--- src/rtl/hack_pkg.sv ---
// Shared constants for the Hack CPU: instruction field positions,
// the default address width and the stall state encoding.
package hack_pkg;

    localparam int INSTR_TYPE = 15;
    localparam int A_BIT      = 12;
    localparam int CMP_HI     = 11;
    localparam int CMP_LO     = 6;

    localparam int DEST_A = 5;
    localparam int DEST_D = 4;
    localparam int DEST_M = 3;

    localparam int JLT = 2;
    localparam int JEQ = 1;
    localparam int JGT = 0;

    localparam int ADDR_WIDTH = 15;

    typedef enum logic {
        RUN  = 1'b0,
        WAIT = 1'b1
    } state_t;

endpackage

--- src/rtl/ALU.sv ---
// Hack ALU: 16-bit combinational stage with zx/nx/zy/ny/f/no control.
// f selects a full 16-bit add (carry dropped) or a bitwise 16-bit AND.
module ALU (
    input  logic [15:0] x,
    input  logic [15:0] y,
    input  logic        zx,
    input  logic        nx,
    input  logic        zy,
    input  logic        ny,
    input  logic        f,
    input  logic        no,
    output logic [15:0] out,
    output logic        zr,
    output logic        ng
);

    logic [15:0] x_z, x_n, y_z, y_n, res;

    // operand conditioning, function select, optional output negate
    always_comb begin
        x_z = zx ? 16'h0000 : x;
        x_n = nx ? ~x_z : x_z;
        y_z = zy ? 16'h0000 : y;
        y_n = ny ? ~y_z : y_z;
        res = f ? (x_n + y_n) : (x_n & y_n);
        out = no ? ~res : res;
        zr  = (out == 16'h0000);
        ng  = out[15];
    end

endmodule

--- src/rtl/hack_cpu.sv ---
// Single-cycle Hack CPU: decode, A/D/PC registers, jump resolution and a
// RUN/WAIT stall machine that holds all architectural state while the data
// RAM is busy with the current M access.
//
// state | meaning
// RUN   | previous cycle committed an instruction
// WAIT  | previous cycle was stalled on mem_ready; registers held
module hack_cpu
    import hack_pkg::*;
#(
    parameter int ADDR_WIDTH = hack_pkg::ADDR_WIDTH
) (
    input  logic                  clk,
    input  logic                  rst_n,
    input  logic [15:0]           instruction,
    input  logic [15:0]           inM,
    input  logic                  mem_ready,
    output logic [15:0]           outM,
    output logic                  writeM,
    output logic [ADDR_WIDTH-1:0] addressM,
    output logic [ADDR_WIDTH-1:0] pc
);

    logic [15:0]           a_reg;
    logic [15:0]           d_reg;
    logic [ADDR_WIDTH-1:0] pc_reg;
    state_t                state;

    logic        is_c, sel_m, d1, d2, d3, j1, j2, j3;
    logic [15:0] alu_y, alu_out;
    logic        alu_zr, alu_ng;
    logic        access, stall, jump;

    // instruction decode, memory access and jump resolution
    always_comb begin
        is_c   = instruction[INSTR_TYPE];
        sel_m  = instruction[A_BIT];
        d1     = instruction[DEST_A];
        d2     = instruction[DEST_D];
        d3     = instruction[DEST_M];
        j1     = instruction[JLT];
        j2     = instruction[JEQ];
        j3     = instruction[JGT];
        alu_y  = sel_m ? inM : a_reg;
        access = is_c & (sel_m | d3);
        stall  = access & ~mem_ready;
        jump   = is_c & ((j1 & alu_ng) | (j2 & alu_zr) | (j3 & ~alu_ng & ~alu_zr));
    end

    ALU u_alu (
        .x   (d_reg),
        .y   (alu_y),
        .zx  (instruction[CMP_HI]),
        .nx  (instruction[CMP_HI-1]),
        .zy  (instruction[CMP_HI-2]),
        .ny  (instruction[CMP_HI-3]),
        .f   (instruction[CMP_HI-4]),
        .no  (instruction[CMP_LO]),
        .out (alu_out),
        .zr  (alu_zr),
        .ng  (alu_ng)
    );

    assign outM     = alu_out;
    assign writeM   = is_c & d3 & rst_n;
    assign addressM = a_reg[ADDR_WIDTH-1:0];
    assign pc       = pc_reg;

    // register commit; a stall holds A, D and PC so the M access repeats unchanged
    always_ff @(posedge clk) begin
        if (!rst_n) begin
            a_reg  <= '0;
            d_reg  <= '0;
            pc_reg <= '0;
            state  <= RUN;
        end else if (stall) begin
            state <= WAIT;
        end else begin
            state <= RUN;
            if (is_c) begin
                if (d1) a_reg <= alu_out;
                if (d2) d_reg <= alu_out;
            end else begin
                a_reg <= instruction;
            end
            pc_reg <= jump ? a_reg[ADDR_WIDTH-1:0] : pc_reg + ADDR_WIDTH'(1);
        end
    end

    // state is debug-only; the C-type filler bits and upper A bits have no function
    logic unused_ok;
    assign unused_ok = ^{instruction[14:13], a_reg, state};

endmodule
--- config.mk ---
export PLATFORM = sky130hd
export DESIGN_NAME = hack_cpu
export DESIGN_NICKNAME = d
export VERILOG_FILES = /design/src/rtl/hack_pkg.sv /design/src/rtl/ALU.sv /design/src/rtl/hack_cpu.sv
export SDC_FILE = /design/constraint.sdc
export NUM_CORES = 1
export LEC_CHECK = 0
export CAP_MARGIN = 10
export CORE_MARGIN = 4
export CORE_UTILIZATION = 49
export CTS_CLUSTER_DIAMETER = 60
export DETAILED_ROUTE_END_ITERATION = 12
export PLACE_DENSITY = 0.89
export SLEW_MARGIN = 20
export SYNTH_ARGS = -nofsm -noshare
export SYNTH_HDL_FRONTEND = slang
export SYNTH_SLANG_ARGS = --single-unit
export TNS_END_PERCENT = 100
--- constraint.sdc ---
create_clock -name clk -period 4.1 [get_ports clk]
set_input_delay 0.41 -clock clk [delete_from_list [all_inputs] [get_ports clk]]
set_output_delay 0.41 -clock clk [all_outputs]
set_load 0.05 [all_outputs]
# Word level (Yosys, flattened, before mapping)
# Cells that the tools add are included.
# word_totals
register_bits	47
input_bits	35
output_inout_bits	47
# op_classes
add_sub_neg	2
n_eq_ne	1
n_mux	10
n_bitwise	20
reduce_logical	3
# op_table
cell	count
16-bit two-way mux	9
16-bit NOT	3
16-bit adder	1
16-bit AND	1
16-bit logical NOT	1
15-bit by 1-bit adder with 15-bit output, second input constant	1
15-bit two-way mux	1
1-bit AND	9
1-bit NOT	4
1-bit bitwise OR	3
3-bit AND reduction	1
2-bit != test, second input constant	1
2-bit AND reduction	1

# Longest topological paths before layout
# logic_depth
depth_word	14
ltp_mapped	18
mapped_depth_nobuf	15

# Cells and area by module
# From an unflattened synthesis, not the netlist that was laid out.
# unflattened
hier_cells	559
area_unflattened_um2	4596.9
# by_module_without_submodules
module	instances	cells_each	area_per_inst_um2
hack_cpu	1	292	2690.1
ALU	1	267	1906.8

# Worst setup path before layout
# OpenSTA, ideal clock, no wires.
# synth_path
path_type	input to register
from	input port instruction[12]
to	register pc_reg[11], in the netlist pc[11]
setup_time_ns	0.141
t_arrival_ns	4.675
t_required_ns	3.959
slack_ns	-0.716
stages	17
n_path_buf	3
path_cell_list	clkbuf_1 clkbuf_1 mux2i_1 nor2_1 xor2_1 ha_1 o211ai_1 o211a_1 o21a_1 o2111ai_1 nand3b_1 xnor2_1 nor2_1 a21oi_4 or2_4 buf_6 o221ai_2
# synth_between
elab_chain_len	14
word_cells_on_any_way	23
cone_classes	add/sub (1); mux (6); bitwise (15); reduce/logical (1)
# synth_lines
element	line_no	source
start, declared	hack_cpu.sv:15	input logic [15:0] instruction,
16-bit two-way mux *	hack_cpu.sv:44	alu_y = sel_m ? inM : a_reg;
16-bit two-way mux *	ALU.sv:23	y_z = zy ? 16'h0000 : y;
16-bit NOT	ALU.sv:24	y_n = ny ? ~y_z : y_z;
16-bit two-way mux *	ALU.sv:24	
16-bit adder / 16-bit AND (equally long branches)	ALU.sv:25	res = f ? (x_n + y_n) : (x_n & y_n);
16-bit two-way mux *	ALU.sv:25	
16-bit NOT	ALU.sv:26	out = no ? ~res : res;
16-bit two-way mux *	ALU.sv:26	
named net outM[13]	hack_cpu.sv:18	output logic [15:0] outM,
16-bit logical NOT *	ALU.sv:27	zr = (out == 16'h0000);
1-bit AND / 1-bit NOT (equally long branches)	hack_cpu.sv:47	jump = is_c & ((j1 & alu_ng) | (j2 & alu_zr) | (j3 & ~alu_ng & ~alu_zr));
1-bit bitwise OR / 1-bit AND (equally long branches)	hack_cpu.sv:47	
1-bit bitwise OR *	hack_cpu.sv:47	
1-bit AND *	hack_cpu.sv:47	
15-bit two-way mux *	hack_cpu.sv:86	pc_reg <= jump ? a_reg[ADDR_WIDTH-1:0] : pc_reg + ADDR_WIDTH'(1);
end signal, assigned	hack_cpu.sv:86	
end, declared	hack_cpu.sv:26	logic [ADDR_WIDTH-1:0] pc_reg;
# The timed path passes the listed nets; every way through them passes the cells marked *.
# A chain may end at the register's enable or synchronous reset.

# Worst setup path in the final report
# layout_path
from	input port inM[0]
to	output port outM[12]
# layout_between
elab_chain_len	8
# layout_lines
element	line_no	source
start, declared	hack_cpu.sv:16	input logic [15:0] inM,
16-bit two-way mux *	hack_cpu.sv:44	
16-bit two-way mux *	ALU.sv:23	
16-bit NOT	ALU.sv:24	
16-bit two-way mux *	ALU.sv:24	
16-bit adder *	ALU.sv:25	
16-bit two-way mux *	ALU.sv:25	
16-bit NOT	ALU.sv:26	
16-bit two-way mux *	ALU.sv:26	
end, declared	hack_cpu.sv:18	
# Mark *: on every way between the ends. The rest lies on a longest branch, timed or not.

==> impl_metrics.toml <==
[status]
status = "finished clean"

[drt]
firstDrtPassIters = 7
drc = 0
first_iter_violations = 459
wl_per_cell_um = 18.0
drtAntennaViolNets = 0
vias = 5239
drt-total-wl_mm = 15.4
detail_route.vias_per_cell = 6.11

[setup_path]
critPathBufInv = 4
cpMostUsedCell = "buf_4"
crit_path_end_kind = "output port"
arrival_ns = 3.58
max_stage_delay_ns = 0.46
worst_path_max_delay_cell = "clkdlybuf4s50_1"
critPathKind = "primary input to output port"
crit_family = "compound AO/OA/AOI/OAI gates"
worstPathRequired_ns = 3.69
crit_chain = "clkdlybuf4s50_1 -> mux2i_1 -> nor2_1 -> xor2_1 -> ha_2 -> fa_2 -> a21oi_4 -> o211a_4 -> o21a_1 -> o2111ai_1 -> nand4_1 -> a2111oi_4 -> buf_4 -> inv_1 -> buf_4"
path_max_fanout = 4
crit_path_start_kind = "primary input"

[place]
dpl_worst_slack_ns = -0.505
portBuffers = 81
gp_congestion = 1.01
placed_cells = 848
place_area_um2 = 6250
dpl.hpwl_mm = 11.6

[floorplan]
die_height_um = 106
io_pins = 82
start_util_pct = 50.7
core_um2 = 9280
die-width_um = 106
rows = 35
dieArea_um2 = 11200

[timing]
fin_crit_sh_pct = 97.4
max_freq_mhz = 251
hold_violations = 0
fin_worst_skew_ns = 0.0177
setup_tns_ns = 0
period_minus_slack_ns = 3.99
worstMarginPinSlew_ns = 0.774
setup_viol = 0
slew_headroom_pct = 48.3
slew_viol_final = 0
timing.final.ws_setup_ns = 0.109

[cts]
htreeDepth = 2
clock_path_buffers = 2
cts_buffers = 5
ctsHoldBuffers = 0
clkLatencyLatePin_ns = 0.32
clkSinkCount = 47
path_clk_slew_ns = 0.09
cts_tree = "yes"
root_buffer = "clkbuf_8"

[finish]
nNetsFinal = 780
synthToLayoutAreaGrowth_pct = 37.7
final_util_pct = 69.8
stdcell_count = 857
fin_area_um2 = 6480
drive_above_1_share_pct = 22.5
final_common_cell = "buf_4"
layout_common_cells = "buf_4 (86), nand2_1 (60), clkdlybuf4s50_1 (59)"
diodes = 0
fillers = 721

[synthesis]
postSynthCellCount = 611
ys_seq_area_share_pct = 20.0
synthFlopType = "dfxtp_1"
ys_seq_elements = 47
synth_nets = 664
synth_area_um2 = 4710
syn_area_per_cell_um2 = 7.70
yosysWarnings = 0
synth_edf_count = 0
async_reset_ff_share_pct = 0
synth_cell_type_count = 66

[power]
power.density_nw_per_um2 = 359
leakage_nw = 2.87
peakVddDrop_v = 0.000269

[job]
maxCapViolations = 0

[worst_hold_path]
hold_path_class = "flip-flop to flip-flop"

[global_routing]
grtUsageTotal_pct = 26.7
grt_max_degree = 80
grt_pass1_vias = 5011
grt_overflow = 0
grt_pass1_wl_mm = 24.8
antenna_found_initial = 0
## worst paths after layout
| check | startpoint | endpoint | slack (ns) | cells after the start |
|---|---|---|---|---|
| worst min-delay path | a_reg[15] | a_reg[15] | 0.46 | 2 |
| worst max-delay path | inM[0] | outM[12] | 0.11 | 15 |
| worst max register to register | a_reg[0] | pc[10] | 0.17 | 16 |
| worst min register to register | a_reg[15] | a_reg[15] | 0.46 | 2 |
## metrics by stage
stage	total power, mW	hold WS, ns
CTS	2.28	0.460
global placement	1.93	0.440
floorplan	1.38	0.432
global route	2.44	0.504
finish	2.33	0.461
detailed placement	1.96	0.448
## layout make-up
type	count	area, µm²	share of cell area [%]
Multi-Input combinational cell	488	3560	54.9
Timing Repair Buffer	171	1670	25.7
Sequential cell	47	941	14.5
Tap cell	129	161	2.49
Clock buffer	6	82.6	1.27
Inverter	14	52.6	0.811
Clock inverter	2	16.3	0.251
## cell usage after synthesis (all sizes together) (11+ instances only)
cell type,n,area share (%)
buf,26,3.7
nor3,13,1.4
clkbuf,36,2.9
and3,24,3.2
nor2,43,3.4
xor2,17,3.2
a21oi,19,2.4
o211a,14,3.0
dfxtp,47,20
a21boi,12,1.9
o22ai,12,1.6
nand3,41,4.4
xnor2,27,5.0
o221ai,11,3.4
ha,17,4.5
mux2i,24,5.1
inv,14,1.1
o21ai,15,1.6
nand2,60,4.8
nand2b,20,2.7
## metal layers
metal	track usage, %	wire length, µm
met1	34.4	6160
met2	44.9	7480
met3	4.74	1270
met4	9.44	501
met5	0	0
## report_power, final
part | leakage [nW] | internal [mW] | total, mW | switching (mW)
sequential | 0.386 | 0.495 | 0.536 | 0.0410
combinational | 2.44 | 0.664 | 1.48 | 0.815
clock | 0.0474 | 0.138 | 0.314 | 0.176
total | 2.87 | 1.30 | 2.33 | 1.03
## cells by family after synthesis
kind of cell | Yosys count | share of synthesized area, %
DFF | 47 | 20.0
AOI/OAI and AO/OA | 136 | 23.3
xor gates and xnor gates | 44 | 8.19
muxes | 28 | 6.06
adders and majority gates | 18 | 4.94
and+or+nand+nor | 262 | 29.9
buffers and inverters | 76 | 7.66
## worst register-to-register path: stages (launching register included)
cell and delay (ns):
dfxtp_1 0.48, mux2i_1 0.12, nor2_1 0.18, xor2_1 0.18, ha_2 0.21, fa_2 0.25
a21oi_4 0.08, o211a_4 0.28, nor3_4 0.22, mux2_4 0.33, and3_1 0.21, nor4_2 0.34
and4_4 0.30, a21o_1 0.18, buf_6 0.14, nor2_1 0.05, a211o_1 0.25
## repair_timing
item,CTS,global route
pin swaps,0,6
resized for setup,2,27
setup endpoints to repair,21,21
buffers inserted,0,1
No activity file was read; power rests on OpenSTA's default activity.
